**src/rtl/mem_access_unit.sv**
```systemverilog
// Byte-addressed RV32I load/store front-end for a word-addressed BRAM without byte enables.
// Sub-word stores are done as a read-modify-write of the containing word.
module mem_access_unit #(
    parameter int WORDS      = 10,
    parameter int DATA_WIDTH = 32
) (
    input  logic                  clk_i,
    input  logic                  reset_i,
    input  logic                  req_i,
    input  logic                  we_i,
    input  logic [2:0]            funct3_i,
    input  logic [31:0]           addr_i,
    input  logic [DATA_WIDTH-1:0] wdata_i,
    output logic                  ready_o,
    output logic                  done_o,
    output logic [DATA_WIDTH-1:0] rdata_o,
    output logic                  error_o,
    output logic [WORDS-1:0]      mem_addr_o,
    output logic [DATA_WIDTH-1:0] mem_data_o,
    output logic                  mem_rd_no,
    output logic                  mem_wr_no,
    input  logic [DATA_WIDTH-1:0] mem_data_i
);

    localparam logic [2:0] S_IDLE   = 3'd0;
    localparam logic [2:0] S_RD     = 3'd1;
    localparam logic [2:0] S_WR     = 3'd2;
    localparam logic [2:0] S_RMW_RD = 3'd3;
    localparam logic [2:0] S_RMW_WR = 3'd4;
    localparam logic [2:0] S_ERR    = 3'd5;

    logic [2:0]            state_q, state_d;
    logic [WORDS-1:0]      addr_q, addr_d;
    logic [1:0]            off_q, off_d;
    logic [2:0]            f3_q, f3_d;
    logic [15:0]           wdata_q, wdata_d;
    logic [DATA_WIDTH-1:0] mem_data_q, mem_data_d;
    logic [DATA_WIDTH-1:0] rdata_q, rdata_d;
    logic                  done_q, done_d;
    logic                  error_q, error_d;

    logic                  misaligned, illegal;
    logic [7:0]            byte_sel;
    logic [15:0]           half_sel;
    logic [DATA_WIDTH-1:0] load_ext;
    logic [DATA_WIDTH-1:0] merged;
    logic                  unused_addr;

    assign unused_addr = ^addr_i[31:WORDS+2];

    assign misaligned = ((funct3_i[1:0] == 2'b01) && addr_i[0]) ||
                        ((funct3_i == 3'b010) && (addr_i[1:0] != 2'b00));
    assign illegal    = we_i ? !(funct3_i inside {3'b000, 3'b001, 3'b010})
                             :  (funct3_i inside {3'b011, 3'b110, 3'b111});

    assign byte_sel = mem_data_i[{off_q, 3'b000} +: 8];
    assign half_sel = mem_data_i[{off_q[1], 4'b0000} +: 16];

    always_comb begin
        case (f3_q)
            3'b000:  load_ext = {{(DATA_WIDTH-8){byte_sel[7]}}, byte_sel};
            3'b100:  load_ext = {{(DATA_WIDTH-8){1'b0}}, byte_sel};
            3'b001:  load_ext = {{(DATA_WIDTH-16){half_sel[15]}}, half_sel};
            3'b101:  load_ext = {{(DATA_WIDTH-16){1'b0}}, half_sel};
            default: load_ext = mem_data_i;
        endcase
    end

    // Only SB (000) and SH (001) reach the RMW path, so bit 0 picks the lane width.
    always_comb begin
        merged = mem_data_i;
        if (!f3_q[0]) begin
            merged[{off_q, 3'b000} +: 8] = wdata_q[7:0];
        end else begin
            merged[{off_q[1], 4'b0000} +: 16] = wdata_q;
        end
    end

    always_comb begin
        state_d    = state_q;
        addr_d     = addr_q;
        off_d      = off_q;
        f3_d       = f3_q;
        wdata_d    = wdata_q;
        mem_data_d = mem_data_q;
        rdata_d    = rdata_q;
        done_d     = 1'b0;
        error_d    = 1'b0;
        case (state_q)
            S_IDLE: begin
                if (req_i) begin
                    addr_d  = addr_i[WORDS+1:2];
                    off_d   = addr_i[1:0];
                    f3_d    = funct3_i;
                    wdata_d = wdata_i[15:0];
                    if (misaligned || illegal) begin
                        state_d = S_ERR;
                    end else if (!we_i) begin
                        state_d = S_RD;
                    end else if (funct3_i == 3'b010) begin
                        mem_data_d = wdata_i;
                        state_d    = S_WR;
                    end else begin
                        state_d = S_RMW_RD;
                    end
                end
            end
            S_RD: begin
                rdata_d = load_ext;
                done_d  = 1'b1;
                state_d = S_IDLE;
            end
            S_WR, S_RMW_WR: begin
                done_d  = 1'b1;
                state_d = S_IDLE;
            end
            S_RMW_RD: begin
                mem_data_d = merged;
                state_d    = S_RMW_WR;
            end
            S_ERR: begin
                done_d  = 1'b1;
                error_d = 1'b1;
                state_d = S_IDLE;
            end
            default: state_d = S_IDLE;
        endcase
    end

    always_ff @(posedge clk_i) begin
        if (reset_i) begin
            state_q    <= S_IDLE;
            addr_q     <= '0;
            off_q      <= '0;
            f3_q       <= '0;
            wdata_q    <= '0;
            mem_data_q <= '0;
            rdata_q    <= '0;
            done_q     <= 1'b0;
            error_q    <= 1'b0;
        end else begin
            state_q    <= state_d;
            addr_q     <= addr_d;
            off_q      <= off_d;
            f3_q       <= f3_d;
            wdata_q    <= wdata_d;
            mem_data_q <= mem_data_d;
            rdata_q    <= rdata_d;
            done_q     <= done_d;
            error_q    <= error_d;
        end
    end

    assign ready_o    = (state_q == S_IDLE);
    assign done_o     = done_q;
    assign error_o    = error_q;
    assign rdata_o    = rdata_q;
    assign mem_addr_o = addr_q;
    assign mem_data_o = mem_data_q;
    assign mem_rd_no  = !((state_q == S_RD) || (state_q == S_RMW_RD));
    assign mem_wr_no  = !((state_q == S_WR) || (state_q == S_RMW_WR));

endmodule

```
**config.mk**
```make
export PLATFORM = sky130hd
export DESIGN_NAME = mem_access_unit
export DESIGN_NICKNAME = d
export VERILOG_FILES = /design/src/rtl/mem_access_unit.sv
export SDC_FILE = /design/constraint.sdc
export NUM_CORES = 1
export LEC_CHECK = 0
export CORE_ASPECT_RATIO = 0.5
export CORE_MARGIN = 3
export CORE_UTILIZATION = 42
export DETAILED_ROUTE_END_ITERATION = 10
export PLACE_DENSITY = 0.84
export SLEW_MARGIN = 0
export SYNTH_ARGS = -nofsm -noshare
export SYNTH_HDL_FRONTEND = slang
export SYNTH_SLANG_ARGS = --single-unit
```
**constraint.sdc**
```tcl
create_clock -name clk_i -period 6.5 [get_ports clk_i]
set_input_delay 0.65 -clock clk_i [delete_from_list [all_inputs] [get_ports clk_i]]
set_output_delay 0.65 -clock clk_i [all_outputs]
set_load 0.005 [all_outputs]
```
==> reports/metrics.csv <==
stage,metric,value,unit
outcome,status,"finished, final reports clean",
yosys,part of the Yosys area used for sequential elements,0.398,
cts,Worst-path clk slew,0.07,ns
worst_setup_path,Setup crit end kind,flop,
place,DP Area,0.00667,sq mm
route,DR vias,5318,
sta,Slew Limit Fails,0,
sta,Final Cycle Share,0.473,
route,routed len/inst,19.5,um
cts,# Post-CTS Setup Buffers,0,
yosys,ranking of synthesized cells by area,"dfxtp_1 40%, nand2_1 6.6%, a211oi_1 6.1%",
sta,final setup vio count,0,
cts,Clock Path Buffers,2,
floorplanning,core area,0.0114,sq mm
cts,clk sinks,100,
yosys,most numerous cell in the Yosys netlist,dfxtp_1,
floorplanning,row count,27,
floorplanning,die area,0.0134,sq mm
cts,CTS buffer count,9,
worst_setup_path,critical path startpoint category,flop,
yosys,Post-synth EDFFs,0,
yosys,"Top FF cell, synth",dfxtp_1,
sta,Worst Skew,0.00529,ns
route,First DRT Iteration DRCs,627,
worst_setup_path,r2r startpoint,off_q[1],
sta,relative slew slack,0.157,
yosys,Mapped Nets,703,
sta,fmax,325,MHz
worst_setup_path,Required @ worst endpoint,6.74,ns
cells_and_area,ant diodes,0,
sta,crit path time final,3.08,ns
yosys,"top cells by count, synth","100 x dfxtp_1, 89 x nand2_1, 44 x clkbuf_1",
yosys,area of the mapped netlist,0.00503,sq mm
global_route,GRT Overall Usage,0.248,
yosys,post-synth top area share,0.398,
route,first-pass detailed-route iteration total,6,
yosys,Post-Syn Instances,595,
cts,CTS H-tree lvls,3,
floorplanning,die height,83.4,um
sta,worst hold margin,0.452,ns
worst_setup_path,CP arrival,3.32,ns
sta,Setup TNS Final,0,ns
yosys,Mean Syn Cell Area,8.46,sq um
yosys,synthesized flop and latch total,100,
cells_and_area,# nets final,827,
cts,CTS tree,built,
route,final wirelength,17200,um
cells_and_area,proportion of layout cells with a drive suffix above 1,0.0622,
sta,Worst Tran Pin Value,1.25,ns
sta,Final Hold Fails,0,
route,via density per instance,6.02,
global_route,GRT overflow,0,
worst_setup_path,crit-path max FO,22,
cts,"Clk Latency, worst-skew pair",0.34,ns
place,PortBufs,161,
yosys,synth unique cells,46,
yosys,cell taking the most area after synthesis,dfxtp_1,
route,Routed Antenna Nets,0,
global_route,first-pass GRT wire length,26700,um
floorplanning,I/O pin total,182,
yosys,fraction of registers with async set/reset,0,
global_route,initial antenna violation count,0,
worst_hold_path,hold crit path type,reg -> reg,
cts,CTS resizes,0,
global_route,largest net degree at the start of global routing,102,
global_route,vias in the first global route,4932,
floorplanning,Starting Density,0.444,
place,Final Wtd Congestion,0.867,
worst_setup_path,Setup Crit Path Kind,reg -> reg,
yosys,synth warn,0,
cells_and_area,Area Overhead vs Synth,38.6,%
cells_and_area,"Design Area, Final",0.00698,sq mm
power,static leakage,2.28,nW
floorplanning,DIE WIDTH,161,um
sta,RSZ-0062 raised after global routing,no,
flow_run,Max Cap Viol,0,
worst_hold_path,launch point of the worst hold path,mem_addr_o[9],
place,post-DP HPWL,12100,um
power,peak supply drop,0.139,mV
worst_setup_path,Crit. Startpoint,off_q[1],
cts,CTS root buf,clkbuf_16,
power,PwrDens,217,mW/mm^2
cts,hold_buf cts,0,
route,drt drc,0,
[placed cells by master (no fill, tap or decap), types with 9 or more instances in the layout]
cell             Yosys  layout
a2111oi_2           12      12
a211oi_1            41      41
a21oi_1             42      42
a221oi_1            33      33
clkbuf_16            0       9
clkdlybuf4s50_1      0     160
dfxtp_1            100     100
mux2i_1             22      22
nand2_1             89      89
nand3b_1             9       9
nor2_1              43      43
nor2b_1             12      12
nor3_1              27      27
nor4_1              24      24
o21ai_0              9       9
or3_1               10      10
[path summary, 6_finish.rpt]
path,end,slack (ns),cells after the start
worst max-delay path,mem_data_o[30],3.42,6
worst min register to register,mem_addr_o[9],0.45,2
worst max register to register,mem_data_o[30],3.42,6
worst min-delay path,mem_addr_o[9],0.45,2
[per-layer routing]
layer	GRT usage	part of all wire	up-vias
met5	0	0	-
met4	0.0671	0.022	0
met3	0.0802	0.11	35
met2	0.402	0.47	310
met1	0.319	0.40	2499
li1	-	-	2474
[power breakdown]
part	leakage (nW)	total, mW	internal (mW)	switching (mW)
Clock	0.149	0.547	0.318	0.229
Sequential	0.815	0.681	0.648	0.0331
Combinational	1.32	0.288	0.144	0.145
Total	2.28	1.52	1.11	0.407
[through the flow]
stage,setup slack [ns],power [mW],instances,util
after global placement,3.53,0.969,867,0.588
final,3.42,1.52,883,0.615
after CTS,3.54,1.52,883,0.615
after floorplan,3.97,0.820,595,-
after detailed placement,3.46,0.976,867,0.588
after global routing,3.27,1.58,883,0.615
[worst max-delay path, stage by stage, from the launching register on]
cell      delay, ns
dfxtp_1        0.32
inv_1          0.53
ha_1           0.39
nor4bb_1       1.04
a221o_1        0.30
a21oi_1        0.10
nor4_1         0.29
[layout make-up]
type / instances / area, sq um
clock inverters: 4 / 47.5
inverters: 5 / 18.8
well taps: 159 / 199
repair buffers: 168 / 1660
clock buffers: 12 / 256
multi-input cells: 435 / 2790
fillers: 971 / 4370
flip-flops and latches: 100 / 2000
[cell families (layout without fill, tap and decap cells)]
logic type,after synthesis,in the layout,share of synthesized area
buffers and inverters,60,189,0.0492
adders and majority gates,5,5,0.0124
AOI/OAI and AO/OA,157,157,0.238
and+or+nand+nor,243,243,0.242
muxes,29,29,0.0594
DFF,100,100,0.398
xor gates and xnor gates,1,1,0.00174
[flip-flops by register name, indices dropped and copies added, names as in the netlist]
name and flops:
mem_data_o 32, rdata_o 32, wdata_q 16, mem_addr_o 10
f3_q 3, state_q 3, off_q 2, done_o 1
error_o 1
(Power assumes the default switching activity.)
